File: src/rtl/sram_if_monitor.sv
// sram_if_monitor
//   Passive protocol monitor for NCH SRAM-style memory ports. For each channel
//   it checks that a request is held stable while stalled, that write strobes
//   are non-empty and form one naturally aligned group, and that a stall does
//   not last MAX_STALL cycles. Violations set sticky flags, and the first one
//   is recorded. Completed transactions, and completions with mem_error set,
//   are counted with saturating counters.
// Ports
//   g_clk, g_resetn : clock, asynchronous active-low reset
//   clr             : synchronous clear of sticky flags, first record, counters
//   mem_cen/wen/stall/error [NCH]      : per-channel control
//   mem_strb [NCH*SB], mem_addr [NCH*AW], mem_wdata [NCH*DW] : per-channel request
//   viol_sticky [NCH*4]                : sticky flags, bit index = violation code
//   first_valid, first_ch, first_code  : first recorded violation
//   txn_count, err_count [NCH*CW]      : saturating per-channel counters
module sram_if_monitor #(
  parameter int unsigned NCH       = 2,
  parameter int unsigned AW        = 32,
  parameter int unsigned DW        = 32,
  parameter int unsigned MAX_STALL = 16,
  parameter int unsigned CW        = 16,
  localparam int unsigned SB       = DW / 8,
  localparam int unsigned CHW      = (NCH > 1) ? $clog2(NCH) : 1
) (
  input  logic              g_clk,
  input  logic              g_resetn,
  input  logic              clr,
  input  logic [NCH-1:0]    mem_cen,
  input  logic [NCH-1:0]    mem_wen,
  input  logic [NCH-1:0]    mem_stall,
  input  logic [NCH-1:0]    mem_error,
  input  logic [NCH*SB-1:0] mem_strb,
  input  logic [NCH*AW-1:0] mem_addr,
  input  logic [NCH*DW-1:0] mem_wdata,
  output logic [NCH*4-1:0]  viol_sticky,
  output logic              first_valid,
  output logic [CHW-1:0]    first_ch,
  output logic [1:0]        first_code,
  output logic [NCH*CW-1:0] txn_count,
  output logic [NCH*CW-1:0] err_count
);

  localparam int unsigned LB  = $clog2(SB);
  localparam int unsigned SCW = $clog2(MAX_STALL + 1);
  localparam logic [SCW-1:0] SMAX    = SCW'(MAX_STALL);
  localparam logic [SCW-1:0] SMAX_M1 = SCW'(MAX_STALL - 1);
  localparam logic [SCW-1:0] SONE    = SCW'(1);
  localparam logic [CW-1:0]  CONE    = CW'(1);
  localparam logic [LB:0]    PONE    = (LB + 1)'(1);

  typedef enum logic {
    S_IDLE = 1'b0,
    S_HELD = 1'b1
  } pend_e;

  pend_e          state_q     [NCH];
  pend_e          state_d     [NCH];
  logic           cap_wen_q   [NCH];
  logic [SB-1:0]  cap_strb_q  [NCH];
  logic [AW-1:0]  cap_addr_q  [NCH];
  logic [DW-1:0]  cap_wdata_q [NCH];
  logic [SCW-1:0] scnt_q      [NCH];
  logic [SCW-1:0] scnt_d      [NCH];
  logic [SCW-1:0] scnt_prev   [NCH];
  logic           load        [NCH];
  logic [3:0]     viol        [NCH];
  logic [3:0]     sticky_q    [NCH];
  logic [3:0]     sticky_d    [NCH];
  logic [CW-1:0]  txn_q       [NCH];
  logic [CW-1:0]  txn_d       [NCH];
  logic [CW-1:0]  err_q       [NCH];
  logic [CW-1:0]  err_d       [NCH];

  logic           first_valid_q;
  logic [CHW-1:0] first_ch_q;
  logic [1:0]     first_code_q;
  logic           sel_found;
  logic [CHW-1:0] sel_ch;
  logic [1:0]     sel_code;

  // Legal strobe: one contiguous run of power-of-two length whose lowest lane
  // equals the byte offset, with the offset a multiple of the run length.
  function automatic logic strb_legal(input logic [SB-1:0] strb,
                                      input logic [LB-1:0] alo);
    logic [LB:0]   pc;
    logic [LB-1:0] low;
    logic          found;
    logic [SB-1:0] mask;
    pc    = '0;
    low   = '0;
    found = 1'b0;
    for (int unsigned i = 0; i < SB; i++) begin
      if (strb[i]) begin
        pc = pc + PONE;
        if (!found) begin
          low   = LB'(i);
          found = 1'b1;
        end
      end
    end
    mask = '0;
    for (int unsigned i = 0; i < SB; i++) begin
      mask[i] = (i >= 32'(low)) && (i < 32'(low) + 32'(pc));
    end
    // pc == SB truncates to 0, so the offset mask becomes all ones: offset must be 0.
    return found && ((pc & (pc - PONE)) == '0) && (mask == strb) && (low == alo)
           && ((alo & (pc[LB-1:0] - LB'(1))) == '0);
  endfunction

  always_comb begin
    for (int unsigned c = 0; c < NCH; c++) begin
      viol[c]      = '0;
      state_d[c]   = state_q[c];
      scnt_d[c]    = scnt_q[c];
      load[c]      = 1'b0;
      scnt_prev[c] = (state_q[c] == S_HELD) ? scnt_q[c] : '0;

      if (state_q[c] == S_HELD) begin
        viol[c][0] = !mem_cen[c]
                   || (mem_wen[c] != cap_wen_q[c])
                   || (mem_addr[c*AW +: AW] != cap_addr_q[c])
                   || (cap_wen_q[c] && ((mem_strb[c*SB +: SB] != cap_strb_q[c])
                                     || (mem_wdata[c*DW +: DW] != cap_wdata_q[c])));
      end
      viol[c][1] = mem_cen[c] && mem_wen[c] && (mem_strb[c*SB +: SB] == '0);
      viol[c][2] = mem_cen[c] && mem_wen[c] && (mem_strb[c*SB +: SB] != '0)
                   && !strb_legal(mem_strb[c*SB +: SB], mem_addr[c*AW +: LB]);

      if (mem_cen[c] && mem_stall[c]) begin
        state_d[c] = S_HELD;
        load[c]    = (state_q[c] == S_IDLE);
        scnt_d[c]  = (scnt_prev[c] == SMAX) ? SMAX : scnt_prev[c] + SONE;
        // Saturating at MAX_STALL means the previous count equals MAX_STALL-1
        // exactly once per request.
        viol[c][3] = (scnt_prev[c] == SMAX_M1);
      end else begin
        state_d[c] = S_IDLE;
        scnt_d[c]  = '0;
      end

      // Clear first, then apply this cycle's events so new data wins over clr.
      sticky_d[c] = (clr ? 4'b0 : sticky_q[c]) | viol[c];
      txn_d[c]    = clr ? '0 : txn_q[c];
      err_d[c]    = clr ? '0 : err_q[c];
      if (mem_cen[c] && !mem_stall[c]) begin
        if (txn_d[c] != '1) txn_d[c] = txn_d[c] + CONE;
        if (mem_error[c] && (err_d[c] != '1)) err_d[c] = err_d[c] + CONE;
      end
    end
  end

  always_comb begin
    sel_found = 1'b0;
    sel_ch    = '0;
    sel_code  = '0;
    for (int unsigned c = 0; c < NCH; c++) begin
      for (int unsigned k = 0; k < 4; k++) begin
        if (!sel_found && viol[c][k]) begin
          sel_found = 1'b1;
          sel_ch    = CHW'(c);
          sel_code  = 2'(k);
        end
      end
    end
  end

  always_ff @(posedge g_clk or negedge g_resetn) begin
    if (!g_resetn) begin
      for (int unsigned c = 0; c < NCH; c++) begin
        state_q[c]     <= S_IDLE;
        scnt_q[c]      <= '0;
        cap_wen_q[c]   <= 1'b0;
        cap_strb_q[c]  <= '0;
        cap_addr_q[c]  <= '0;
        cap_wdata_q[c] <= '0;
        sticky_q[c]    <= '0;
        txn_q[c]       <= '0;
        err_q[c]       <= '0;
      end
      first_valid_q <= 1'b0;
      first_ch_q    <= '0;
      first_code_q  <= '0;
    end else begin
      for (int unsigned c = 0; c < NCH; c++) begin
        state_q[c]  <= state_d[c];
        scnt_q[c]   <= scnt_d[c];
        sticky_q[c] <= sticky_d[c];
        txn_q[c]    <= txn_d[c];
        err_q[c]    <= err_d[c];
        if (load[c]) begin
          cap_wen_q[c]   <= mem_wen[c];
          cap_strb_q[c]  <= mem_strb[c*SB +: SB];
          cap_addr_q[c]  <= mem_addr[c*AW +: AW];
          cap_wdata_q[c] <= mem_wdata[c*DW +: DW];
        end
      end
      if (clr || !first_valid_q) begin
        first_valid_q <= sel_found;
        first_ch_q    <= sel_found ? sel_ch : '0;
        first_code_q  <= sel_found ? sel_code : '0;
      end
    end
  end

  always_comb begin
    viol_sticky = '0;
    txn_count   = '0;
    err_count   = '0;
    for (int unsigned c = 0; c < NCH; c++) begin
      viol_sticky[c*4 +: 4]  = sticky_q[c];
      txn_count[c*CW +: CW]  = txn_q[c];
      err_count[c*CW +: CW]  = err_q[c];
    end
    first_valid = first_valid_q;
    first_ch    = first_ch_q;
    first_code  = first_code_q;
  end

endmodule
File: config.mk
export PLATFORM = sky130hd
export DESIGN_NAME = sram_if_monitor
export DESIGN_NICKNAME = d
export VERILOG_FILES = /design/src/rtl/sram_if_monitor.sv
export SDC_FILE = /design/constraint.sdc
export NUM_CORES = 1
export LEC_CHECK = 0
export BUFFER_PORTS_ARGS = -buffer_cell sky130_fd_sc_hd__buf_2
export CORE_UTILIZATION = 61
export CTS_CLUSTER_DIAMETER = 150
export DETAILED_ROUTE_END_ITERATION = 12
export PLACE_DENSITY = 0.86
export RECOVER_POWER = 25
export SLEW_MARGIN = 40
export SYNTH_ARGS = -nofsm -noshare
export SYNTH_HDL_FRONTEND = slang
export SYNTH_SLANG_ARGS = --single-unit
export TNS_END_PERCENT = 50
File: constraint.sdc
create_clock -name g_clk -period 6.5 [get_ports g_clk]
set_input_delay 1.95 -clock g_clk [delete_from_list [all_inputs] [get_ports g_clk]]
set_output_delay 1.95 -clock g_clk [all_outputs]
set_load 0.02 [all_outputs]
After elaboration in Yosys (flattened, before gate mapping)
Cells that the tools add are included.

$add $sub $neg: 18. Magnitude comparators: 14. Equal/unequal tests: 20. Muxes and demuxes: 77. Bitwise logic cells: 8. Reductions and logical operators: 68.

Operators with widths (count): $mux W16 (12); $lt A1 B32 Y1 const A (4); $ne A32 B32 Y1 (4); $add A16 B1 Y16 const B (4); $lt A2 B32 Y1 const A (2); $ne A16 B16 Y1 const B (4); $logic_and A1 B1 Y1 (37); $mux W1 (35); $mux W2 (17); $mux W5 (6); $add A3 B1 Y3 const B (5); $mux W3 (5); $logic_not A1 Y1 (14); $add A5 B1 Y5 const B (2); $eq A5 B4 Y1 const B (2); $eq A5 B5 Y1 const B (2); $logic_or A1 B1 Y1 (9); $add A2 B3 Y4 (2); $eq A4 B4 Y1 (2); $ge A1 B2 Y1 const A (4); $logic_not A4 Y1 (2); $lt A2 B4 Y1 const A (2); $mux W4 (2); $ne A4 B4 Y1 (2); other kinds (13) (25).

Flip-flop bits (word level): 226. Bits of input ports: 147. Output and inout port bits: 76.

Logic depth before layout (Yosys ltp)
Gate-level depths: netlist of run 1.

Depth after elaboration: 34. Mapped depth: 16. Depth with buffers taken out: 15.

Worst setup path after synthesis of run 1
Ideal clock, no wire load.

Kind: input-to-reg. Start: input port mem_strb[1]. End: register first_code_q[0] (netlist: first_code[0]). Arrival time: 5.384 ns. Required time: 6.434 ns. Slack: 1.050 ns. Stages: 15. Buffers on the path: 0. Cells stage by stage: inv_1 > ha_1 > xor2_2 > ha_1 > nand2_1 > o21ai_0 > fa_1 > nand2_1 > a211o_1 > o21ai_0 > o21ai_0 > or4_1 > and3_4 > nor4_4 > a221o_1.

Word-level cells in the longest chain between the ends: 32. Elaborated cells between the ends (all ways): 77. Those cells by class: add/sub: 5; order compare: 7; eq/ne: 3; mux: 28; bitwise: 2; reduce/logical: 32.

Ends and longest elaborated chain: from (decl) (line 32) `input logic [NCH*SB-1:0] mem_strb,`; $mux W2 / $mux W1 (equally long branches) (line 93) `if (strb[i]) begin`; $add A3 B1 Y3 / $mux W2 (equally long branches) (line 94, 95); $mux W3 / $mux W2 (equally long branches) (line 93); $add A3 B1 Y3 / $mux W2 (equally long branches) (line 94, 95); $mux W3 / $mux W2 (equally long branches) (line 93); $add A2 B3 Y4 / $sub A3 B1 Y3 (equally long branches) (line 103, 106); $lt A1 B32 Y1, or another cell as far along (line 103) `mask[i] = (i >= 32'(low)) && (i < 32'(low) + 32'(pc));`; $logic_and A1 B1 Y1 / $logic_not A3 Y1 (equally long branches) (line 103, 106); [16 not listed]; $mux W1 (line 158) `if (!sel_found && viol[c][k]) begin`; $logic_not A1 Y1 (line 158); $logic_and A1 B1 Y1 (line 158); $mux W1 (line 158); $logic_not A1 Y1 (line 158); $logic_and A1 B1 Y1 (line 158); $mux W2 / $mux W1 (equally long branches) (line 158); $mux W2 (*) (line 200) `first_code_q <= sel_found ? sel_code : '0;`; to (signal assigned) (line 200); to (decl) (line 76) `logic [1:0] first_code_q;`.

Every way passes the cells marked *; elsewhere a longest branch is shown, timed or not. A chain may end at the register's enable or synchronous reset.

Final worst setup path of run 1
Start: input port mem_strb[0]. End: register first_code_q[1] (netlist: first_code[1]).

Word-level cells in the longest chain between the ends: 34. Elaborated cells between the ends (all ways): 80. Those cells by class: add/sub: 6; order compare: 7; eq/ne: 3; mux: 30; bitwise: 2; reduce/logical: 32.

Ends and longest elaborated chain (line): $mux W1 (93); $add A1 B1 Y2 / $mux W1 (equally long branches) (94, 95); $mux W2 (93); $add A3 B1 Y3 / $mux W2 (equally long branches) (94, 95); $mux W3 / $mux W2 (equally long branches) (93); $add A3 B1 Y3 / $mux W2 (equally long branches) (94, 95); $mux W3 / $mux W2 (equally long branches) (93); $add A2 B3 Y4 / $sub A3 B1 Y3 (equally long branches) (103, 106); [18 not listed]; $mux W1 (158); $logic_not A1 Y1 (158); $logic_and A1 B1 Y1 (158); $mux W1 (158); $logic_not A1 Y1 (158); $logic_and A1 B1 Y1 (158); $mux W2 / $mux W1 (equally long branches) (158); $mux W2 (*) (200).

Marks and branches as above.

==> metrics.txt, run 1 <==
arrival time at the worst endpoint 5980 ps; post-route cell area 0.0142 mm²; Synth Register Bits 226; clock root buffer clkbuf_16; failing checks capacitance limit, slew limit; 1st-iter DRT viols 305; required time of the critical path 6950 ps; Pre-antenna DRT Iters 5; top-count cell post-synth dfrtp_1; Reg power frac 0.447; syn_nets 1251; All-Layer GR Usage 0.264; outcome complete, but fails checks; proportion of layout cells with a drive suffix above 1 0.325; largest net degree at the start of global routing 93; CTS tree built; Most used DFF post-synth dfrtp_1; FF-to-FF path depth 8; GRT Residual Overflow 0; Hold Path Stages 1; sum of negative setup slack 0 ps; Final setup viols 0; vias after detailed routing 8668; GRT busiest layer met2; max_slew headroom -1.28; Via-to-Cell Ratio 5.51; Clock Latency Late Sink 510 ps; Wirelength per Cell 16.7 µm; dpl hpwl 18.8 mm; NetSw 981 µW; drt drc 0; hold buffer count at cts 0; Clock transition at path regs 60 ps; Final Max Slew Viols 60; Ys Warns 0; Placed Instance Area 0.0134 mm²; Synth async-reset ratio 1.00; Place WS 498 ps; Die ar. 0.0203 mm²; hold path startpoint viol_sticky[4]; Die X 142 µm; RSZ-0062 raised after global routing false; Setup Fix Bufs, Post-CTS 0; Critical Path Fanout Max 8; met2 GRT Util 0.456; Period minus WS final 5530 ps; num ports 223; Setup WS post-layout 968 ps; syn avg cell area 11.2 µm²; Synth top area share 0.470; Synth top cells by count dfrtp_1, mux2_2, xor2_1, nand2_1, xnor2_1; Leakage 0.00663 µW; remaining antenna violation count after routing 0; clock sinks 226; first-pass GRT wire length 43.2 mm; Post-synth EDFFs 0; startpoint types input port; Tot Pwr 3760 µW; met1 Use GR 0.335; Seq/Total Area, Yosys 0.470; Worst Hold Class reg -> reg; Core ar. 0.0190 mm²; vias in the first global route 8970; cell-internal power 2780 µW; Hold EP viol_sticky[4]; measured slew at the worst slew-check pin 3420 ps; Syn Inst Count 1073; Synth Cell Area 0.0120 mm²; CP Capture Type flop; top cells by area, synth dfrtp_1, mux2_2, xor2_1; port buffer count 222; switch share 0.261; Yosys cell types 71; htree depth 1; f_max 181 MHz; RR Endpoint first_code[1]; Reg2Reg Setup Slack 3740 ps; type of the worst setup path in -> reg; starting density of the core 0.632; Logic pwr share 0.167; row cnt 50; initial antenna violation count 1; power share of the clock group 0.385; CTS max path bufs 3; CTS buffer count 25; met3 track utilization from global routing 0.0525; Chip Height 142 µm; count of final hold-check violations 0; clk_skew 9.27 ps; Routed WL 26.3 mm; post-CTS resize count 0; RR Startpoint cap_wdata_q[40]; max cap viols 1; area leader, netlist dfrtp_1; fillcell total 1332; GP Congestion 0.865; final worst-path cycle share 0.851; Pwr Density 264 mW/mm²; Nets 1473; worst vdd ir 0.241 mV; Layout area overhead 18.4%
## worst max-delay path: stages
cell and delay [ps]:
buf_2 180, inv_1 120, ha_1 420, xor2_2 250, ha_1 270, nand2_1 60
o21ai_0 240, fa_1 690, nand2_1 110, a211o_1 290, o21ai_0 120, o21ai_0 80
or4_1 500, and3_4 190, nor4_4 300, a22o_1 190
## area by class of cell
class	instances	area, µm²	area share
clock buffer	37	761	0.0534
sequential	226	5660	0.397
inverter	33	124	0.00870
antenna	1	2.50	0.000176
multi-input combinational	782	6100	0.428
timing repair buffer	227	1180	0.0827
clock inverter	8	92.6	0.00650
tap	260	325	0.0229
## metal layers
metal,share of wire,wire (µm)
met4,0.028,748
met1,0.42,11200
met3,0.058,1530
met2,0.49,12900
met5,0,0
## state kept, by name (all words and copies together) (netlist names)
name and count:
cap_addr_q 64, cap_wdata_q 64, err_count 32, txn_count 32, scnt_q 10, cap_strb_q 8, viol_sticky 8, cap_wen_q 2
first_code 2, state_q 2, first_ch 1, first_valid 1
## cell families after synthesis
group / synth area share
flops: 0.470
buf+inv: 0.0235
mux: 0.132
xor+xnor: 0.150
compound gates: 0.0501
simple gates: 0.140
fa+ha+maj: 0.0335
## power groups by stage
stage	registers (µW)	clock network [µW]	logic (µW)
6_report	1680	1450	630
5_1_grt	1700	1510	696
4_1_cts	1680	1470	637
3_5_place_dp	1700	0	628
3_3_place_gp	1690	0	604
2_1_floorplan	1690	0	431
## worst max-delay path by stage
stage	from	endpoint	slack [ps]	cells past startpoint
finish	mem_strb[0]	first_code[1]	970	16
detailed placement	mem_strb[0]	first_code[1]	500	16
global route	mem_strb[0]	first_code[1]	680	16
CTS	mem_strb[0]	first_code[1]	1000	16
global placement	mem_strb[0]	first_code[0]	590	16
floorplan	mem_strb[1]	first_code[0]	1050	15
## layout by cell type (no fill, tap or decap), types with 5 or more instances in the layout
cell | synthesis | final
o21ai_0 | 29 | 29
nand3_1 | 33 | 33
a21oi_1 | 14 | 14
and3_1 | 8 | 8
dfrtp_1 | 226 | 226
clkinv_2 | 0 | 5
xnor2_1 | 67 | 67
a211oi_1 | 5 | 5
clkbuf_16 | 0 | 25
nand2_1 | 80 | 79
clkbuf_8 | 0 | 9
clkbuf_1 | 23 | 6
mux2_2 | 138 | 138
ha_1 | 29 | 29
nor4_1 | 27 | 27
nor2_1 | 53 | 53
nand4_1 | 26 | 26
nand3b_1 | 6 | 6
or3_1 | 8 | 8
nor2b_1 | 31 | 31
nor3_1 | 12 | 12
xor2_1 | 134 | 134
inv_1 | 32 | 32
buf_2 | 4 | 219
## through the flow
| step | instances | hold slack [ps] | util |
|---|---|---|---|
| 6_report | 1574 | 472 | 0.748 |
| 3_3_place_gp | 1527 | 458 | 0.702 |
| 3_5_place_dp | 1528 | 464 | 0.704 |
| 5_1_grt | 1574 | 512 | 0.748 |
| 2_1_floorplan | 1073 | 469 | - |
| 4_1_cts | 1573 | 477 | 0.749 |
(Power assumes the default switching activity.)
==> inputs of run 2 (changes only) <==
--- a/config.mk
+++ b/config.mk
@@ -11,6 +11,7 @@
 export DETAILED_ROUTE_END_ITERATION = 12
 export PLACE_DENSITY = 0.86
 export RECOVER_POWER = 25
+export REMOVE_ABC_BUFFERS = 1
 export SLEW_MARGIN = 40
 export SYNTH_ARGS = -nofsm -noshare
 export SYNTH_HDL_FRONTEND = slang
==> run 2 against run 1 <==
The run still ends with capacitance limit, slew limit left. Fmax down 2.7%. Worst setup slack worse by 160 ps. Routed wire length down 3.7%. Power down 1.9%. Final cell count about the same. Worst hold slack better by 1.6 ps. Utilization down 0.29 points. Critical path type unchanged. Register-to-register slack worse by 30 ps. Die area unchanged. Clock power down 4%.
==> metrics.txt, run 2 (synthesis results as in run 1) <==
clk_skew 9.45 ps (was 9.27 ps); vias after detailed routing 8642 (was 8668); port buffer count 222 (unchanged); Clock Latency Late Sink 520 ps (was 510 ps); most common cell after layout, fill and taps aside dfrtp_1 (unchanged); Final Max Slew Viols 109 (was 60); CP Capture Type flop (unchanged); All-Layer GR Usage 0.253 (was 0.264); Chip Height 142 µm (unchanged); outcome complete, but fails checks (unchanged); failing checks capacitance limit, slew limit (unchanged); vias in the first global route 8674 (was 8970); CTS tree built (unchanged); GP Congestion 0.950 (was 0.865); clock root buffer clkbuf_16 (unchanged); first-pass GRT wire length 41.6 mm (was 43.2 mm); arrival time at the worst endpoint 6140 ps (was 5980 ps); f_max 176 MHz (was 181 MHz); Reg power frac 0.455 (was 0.447); initial antenna violation count 1 (unchanged); Worst Hold Class reg -> reg (unchanged); type of the worst setup path in -> reg (unchanged); cell-internal power 2730 µW (was 2780 µW); RSZ-0062 raised after global routing false (unchanged); required time of the critical path 6950 ps (about the same); Layout area overhead 17.9% (was 18.4%); 1st-iter DRT viols 379 (was 305); row cnt 50 (unchanged); power share of the clock group 0.377 (was 0.385); most frequent cells in the layout dfrtp_1, buf_2, mux2_2 (unchanged); starting density of the core 0.632 (unchanged); Pre-antenna DRT Iters 6 (was 5); Inserted Diodes 0 (was 1); count of final hold-check violations 0 (unchanged); final hold slack 474 ps (was 472 ps); Leakage 0.00661 µW (was 0.00663 µW); max_slew headroom -0.228 (was -1.28); Pwr Density 260 mW/mm² (was 264 mW/mm²); sum of negative setup slack 0 ps (unchanged); remaining antenna violation count after routing 0 (unchanged); Setup Fix Bufs, Post-CTS 0 (unchanged); CTS buffer count 26 (was 25); proportion of layout cells with a drive suffix above 1 0.323 (was 0.325); hold buffer count at cts 0 (unchanged); Final setup viols 0 (unchanged); Die X 142 µm (unchanged); clock sinks 226 (unchanged); Via-to-Cell Ratio 5.49 (was 5.51); final worst-path cycle share 0.875 (was 0.851); Wirelength per Cell 16.1 µm (was 16.7 µm); drt drc 0 (unchanged); startpoint types input port (unchanged); biggest regs cap_addr_q x64, cap_wdata_q x64 (unchanged); CTS max path bufs 3 (unchanged); htree depth 1 (unchanged); num ports 223 (unchanged); switch share 0.261 (about the same); Logic pwr share 0.168 (was 0.167); largest net degree at the start of global routing 121 (was 93); Clock transition at path regs 60 ps (about the same); GRT Residual Overflow 0 (unchanged); measured slew at the worst slew-check pin 1840 ps (was 3420 ps); max cap viols 2 (was 1); Period minus WS final 5690 ps (was 5530 ps); post-CTS resize count 0 (unchanged); worst vdd ir 0.252 mV (was 0.241 mV); NetSw 962 µW (was 981 µW); Core ar. 0.0190 mm² (unchanged); Routed WL 25.3 mm (was 26.3 mm); Critical Path Fanout Max 8 (unchanged); Die ar. 0.0203 mm² (unchanged); dpl hpwl 18.2 mm (was 18.8 mm); Nets 1474 (was 1473)
run 2: worst paths after layout:
path / startpoint / end / slack, ps / cells after the start
max: mem_strb[0] / first_code[0] / 810 / 16
max reg2reg: txn_count[0] / txn_count[13] / 3710 / 9
min reg2reg: viol_sticky[3] / viol_sticky[3] / 470 / 1
min in group asynchronous: g_resetn / cap_wdata_q[55] / 1860 / 1
max in group asynchronous: g_resetn / cap_addr_q[1] / 2060 / 2
min: viol_sticky[3] / viol_sticky[3] / 470 / 1
run 2: power by group through the flow:
stage	clock network, µW	registers [µW]	logic [µW]
after floorplan	0	1690	422
after global placement	0	1690	596
after detailed placement	0	1700	619
after CTS	1420	1680	625
after global routing	1480	1700	686
final	1390	1680	620
run 2: area by class of cell:
class | instances | area (µm²)
fill | 1349 | 4840
multi-input combinational | 782 | 6100
tap | 260 | 325
sequential | 226 | 5660
timing repair buffer | 227 | 1150
clock inverter | 5 | 28.8
clock buffer | 40 | 795
inverter | 33 | 124
run 2: critical path, stage by stage:
cell     delay [ps]
buf_2           180
inv_1           130
ha_1            410
xor2_2          230
ha_1            270
nand2_1          70
o21ai_0         270
fa_1            710
nand2_1         130
a211o_1         300
o21ai_0         150
o21ai_0         110
or4_1           540
and3_4          200
nor4_4          300
a221o_1         200
run 2: metal layers:
layer	share of wire	vias to the layer above	track usage
met3	0.061	60	0.0545
li1	-	4172	-
met1	0.42	4171	0.320
met2	0.49	237	0.434
met4	0.030	2	0.0821
met5	0.00051	-	0
run 2: metrics by stage:
stage | setup WS [ps] | cells | util | power, µW | area [µm²]
5_1_grt | 684 | 1573 | 0.746 | 3860 | 14200
2_1_floorplan | 1050 | 1041 | - | 2110 | 11900
4_1_cts | 917 | 1572 | 0.746 | 3720 | 14200
3_3_place_gp | 605 | 1527 | 0.702 | 2290 | 13400
3_5_place_dp | 405 | 1527 | 0.703 | 2320 | 13400
6_report | 811 | 1573 | 0.746 | 3690 | 14200
==> inputs of run 3 (changes only) <==
--- a/config.mk
+++ b/config.mk
@@ -6,10 +6,11 @@
 export NUM_CORES = 1
 export LEC_CHECK = 0
 export BUFFER_PORTS_ARGS = -buffer_cell sky130_fd_sc_hd__buf_2
-export CORE_UTILIZATION = 61
+export CORE_UTILIZATION = 56
 export CTS_CLUSTER_DIAMETER = 150
+export CTS_CLUSTER_SIZE = 20
 export DETAILED_ROUTE_END_ITERATION = 12
-export PLACE_DENSITY = 0.86
+export PLACE_DENSITY = 0.8
 export RECOVER_POWER = 25
 export REMOVE_ABC_BUFFERS = 1
 export SLEW_MARGIN = 40
==> constraint.sdc (replaced) <==
create_clock -name g_clk -period 5.5 [get_ports g_clk]
set_input_delay 1.65 -clock g_clk [delete_from_list [all_inputs] [get_ports g_clk]]
set_output_delay 1.65 -clock g_clk [all_outputs]
set_load 0.02 [all_outputs]
==> run 3 against run 2 <==
The flow still finishes with violations (capacitance limit, slew limit). Count of clock-buffer cells in the layout decreased by 25. First-iteration DRC count decreased by 17%. Clock skew increased by 14 ps. Via count decreased by 1.8%. Critical path type unchanged.
==> metrics.txt, run 3 (synthesis results as in run 1) <==
clk_skew 23.5 ps (was 9.45 ps); Layout area overhead 15.2% (was 17.9%); post-CTS resize count 0 (unchanged); Wirelength per Cell 16.2 µm (was 16.1 µm); Critical Path Fanout Max 6 (was 8); Worst Hold Class reg -> reg (unchanged); All-Layer GR Usage 0.234 (was 0.253); hold buffer count at cts 0 (unchanged); row cnt 53 (was 50); switch share 0.274 (was 0.261); Die ar. 0.0221 mm² (was 0.0203 mm²); CTS buffer count 15 (was 26); dpl hpwl 18.5 mm (was 18.2 mm); GP Congestion 0.860 (was 0.950); initial antenna violation count 2 (was 1); num ports 223 (unchanged); Period minus WS final 4990 ps; most common cell after layout, fill and taps aside dfrtp_1 (unchanged); f_max 200 MHz; max cap viols 1 (was 2); GRT Residual Overflow 0 (unchanged); Pwr Density 272 mW/mm² (was 260 mW/mm²); Core ar. 0.0210 mm² (was 0.0190 mm²); CTS tree built (unchanged); Clock Latency Late Sink 490 ps (was 520 ps); met3 wirelength from detailed routing 1.56 mm (about the same); clock root buffer clkbuf_16 (unchanged); max_slew headroom -1.42 (was -0.228); remaining antenna violation count after routing 0 (unchanged); Final Max Slew Viols 64 (was 109); starting density of the core 0.572 (was 0.632); Chip Height 149 µm (was 142 µm); Die X 149 µm (was 142 µm); sum of negative setup slack 0 ps (unchanged); worst vdd ir 0.333 mV (was 0.252 mV); startpoint types input port (unchanged); Leakage 0.00643 µW (was 0.00661 µW); required time of the critical path 5910 ps (was 6950 ps); Setup Fix Bufs, Post-CTS 0 (unchanged); most frequent cells in the layout dfrtp_1, buf_2, mux2_2 (unchanged); RR Startpoint txn_count[0] (unchanged); largest net degree at the start of global routing 109 (was 121); arrival time at the worst endpoint 5410 ps (was 6140 ps); Hold Path Stages 2 (was 1); biggest regs cap_addr_q x64, cap_wdata_q x64 (unchanged); htree depth 1 (unchanged); Nets 1470 (was 1474); FF-to-FF path depth 9 (unchanged); cell-internal power 2740 µW (was 2730 µW); drt drc 0 (unchanged); RSZ-0062 raised after global routing false (unchanged); clock sinks 226 (unchanged); final worst-path cycle share 0.908; measured slew at the worst slew-check pin 3630 ps (was 1840 ps); type of the worst setup path in -> reg (unchanged); Reg power frac 0.525 (was 0.455); vias after detailed routing 8483 (was 8642); Setup WS post-layout 506 ps (was 811 ps); count of final hold-check violations 0 (unchanged); failing checks capacitance limit, slew limit (unchanged); Routed WL 25.4 mm (was 25.3 mm); met2 wire length 12.2 mm (was 12.4 mm); Pre-antenna DRT Iters 5 (was 6); Via-to-Cell Ratio 5.41 (was 5.49); port buffer count 222 (unchanged); outcome complete, but fails checks (unchanged); Clock transition at path regs 80 ps (was 60 ps); Critical Path Start mem_strb[1] (was mem_strb[0]); hold path startpoint first_ch (was viol_sticky[3]); CP Capture Type flop (unchanged); Place WS 50.7 ps (was 405 ps); vias in the first global route 8616 (was 8674); power share of the clock group 0.279 (was 0.377); CTS max path bufs 3 (unchanged); Max Used Layer met4 (was met5); Logic pwr share 0.196 (was 0.168); NetSw 1030 µW (was 962 µW); proportion of layout cells with a drive suffix above 1 0.316 (was 0.323); Final setup viols 0 (unchanged); first-pass GRT wire length 42.0 mm (was 41.6 mm); metal1 wirelength 11.1 mm (was 10.6 mm); 1st-iter DRT viols 316 (was 379)
[run 3: changes by cell type in the layout (fill, tap and decap cells not counted), moves of 2 or more]
cell / before / now
diode_2: 0 / 3
buf_12: 1 / 3
clkbuf_1: 9 / 3
clkbuf_16: 27 / 15
clkbuf_8: 7 / 0
clkinv_2: 4 / 0
buf_4: 3 / 7
[run 3: per-stage QoR]
stage	hold slack (ps)	total power (µW)	utilization	instances	instance area [µm²]
final	481	3770	0.659	1569	13800
after global routing	492	3970	0.659	1568	13800
after CTS	478	3820	0.658	1565	13800
after detailed placement	459	2750	0.639	1549	13400
after global placement	461	2720	0.639	1549	13400
after floorplan	469	2500	-	1041	11900
[run 3: final timing paths]
| path | slack (ps) | endpoint |
|---|---|---|
| min in group asynchronous | 2420 | cap_wdata_q[40] |
| max reg2reg | 2760 | txn_count[11] |
| max in group asynchronous | 1020 | scnt_q[1] |
| max | 510 | first_code[0] |
| min | 480 | first_ch |
| min reg2reg | 480 | first_ch |
[run 3: layer usage]
layer / vias up / track usage
met1: 4089 / 0.312
met5: - / 0
met2: 209 / 0.383
met3: 38 / 0.0509
met4: 0 / 0.0675
li1: 4147 / -
[run 3: cell type report]
cell class              instances  area (µm²)
fillers                      1630        7170
multi-input cells             782        6090
flip-flops and latches        226        5660
repair buffers                234        1240
clock buffers                  15         375
well taps                     275         344
inverters                      33         124
clock inverters                 1        16.3
diodes                          3        7.51
[run 3: power groups by stage]
stage	clock network, µW	registers [µW]	logic, µW
2_1_floorplan	0	2000	498
3_3_place_gp	0	2000	721
3_5_place_dp	0	2010	742
4_1_cts	1090	1980	747
5_1_grt	1130	2000	830
6_report	1050	1980	738
[run 3: worst max-delay path: stages]
cell     delay (ps)
buf_2           160
inv_1            90
ha_1            330
xor2_2          220
ha_1            260
nand2_1          60
o21ai_0         140
fa_1            650
nand2_1         110
a211o_1         290
o21ai_0         150
o21ai_0          90
or4_1           510
and3_4          190
nor4_4          300
a221o_1         200
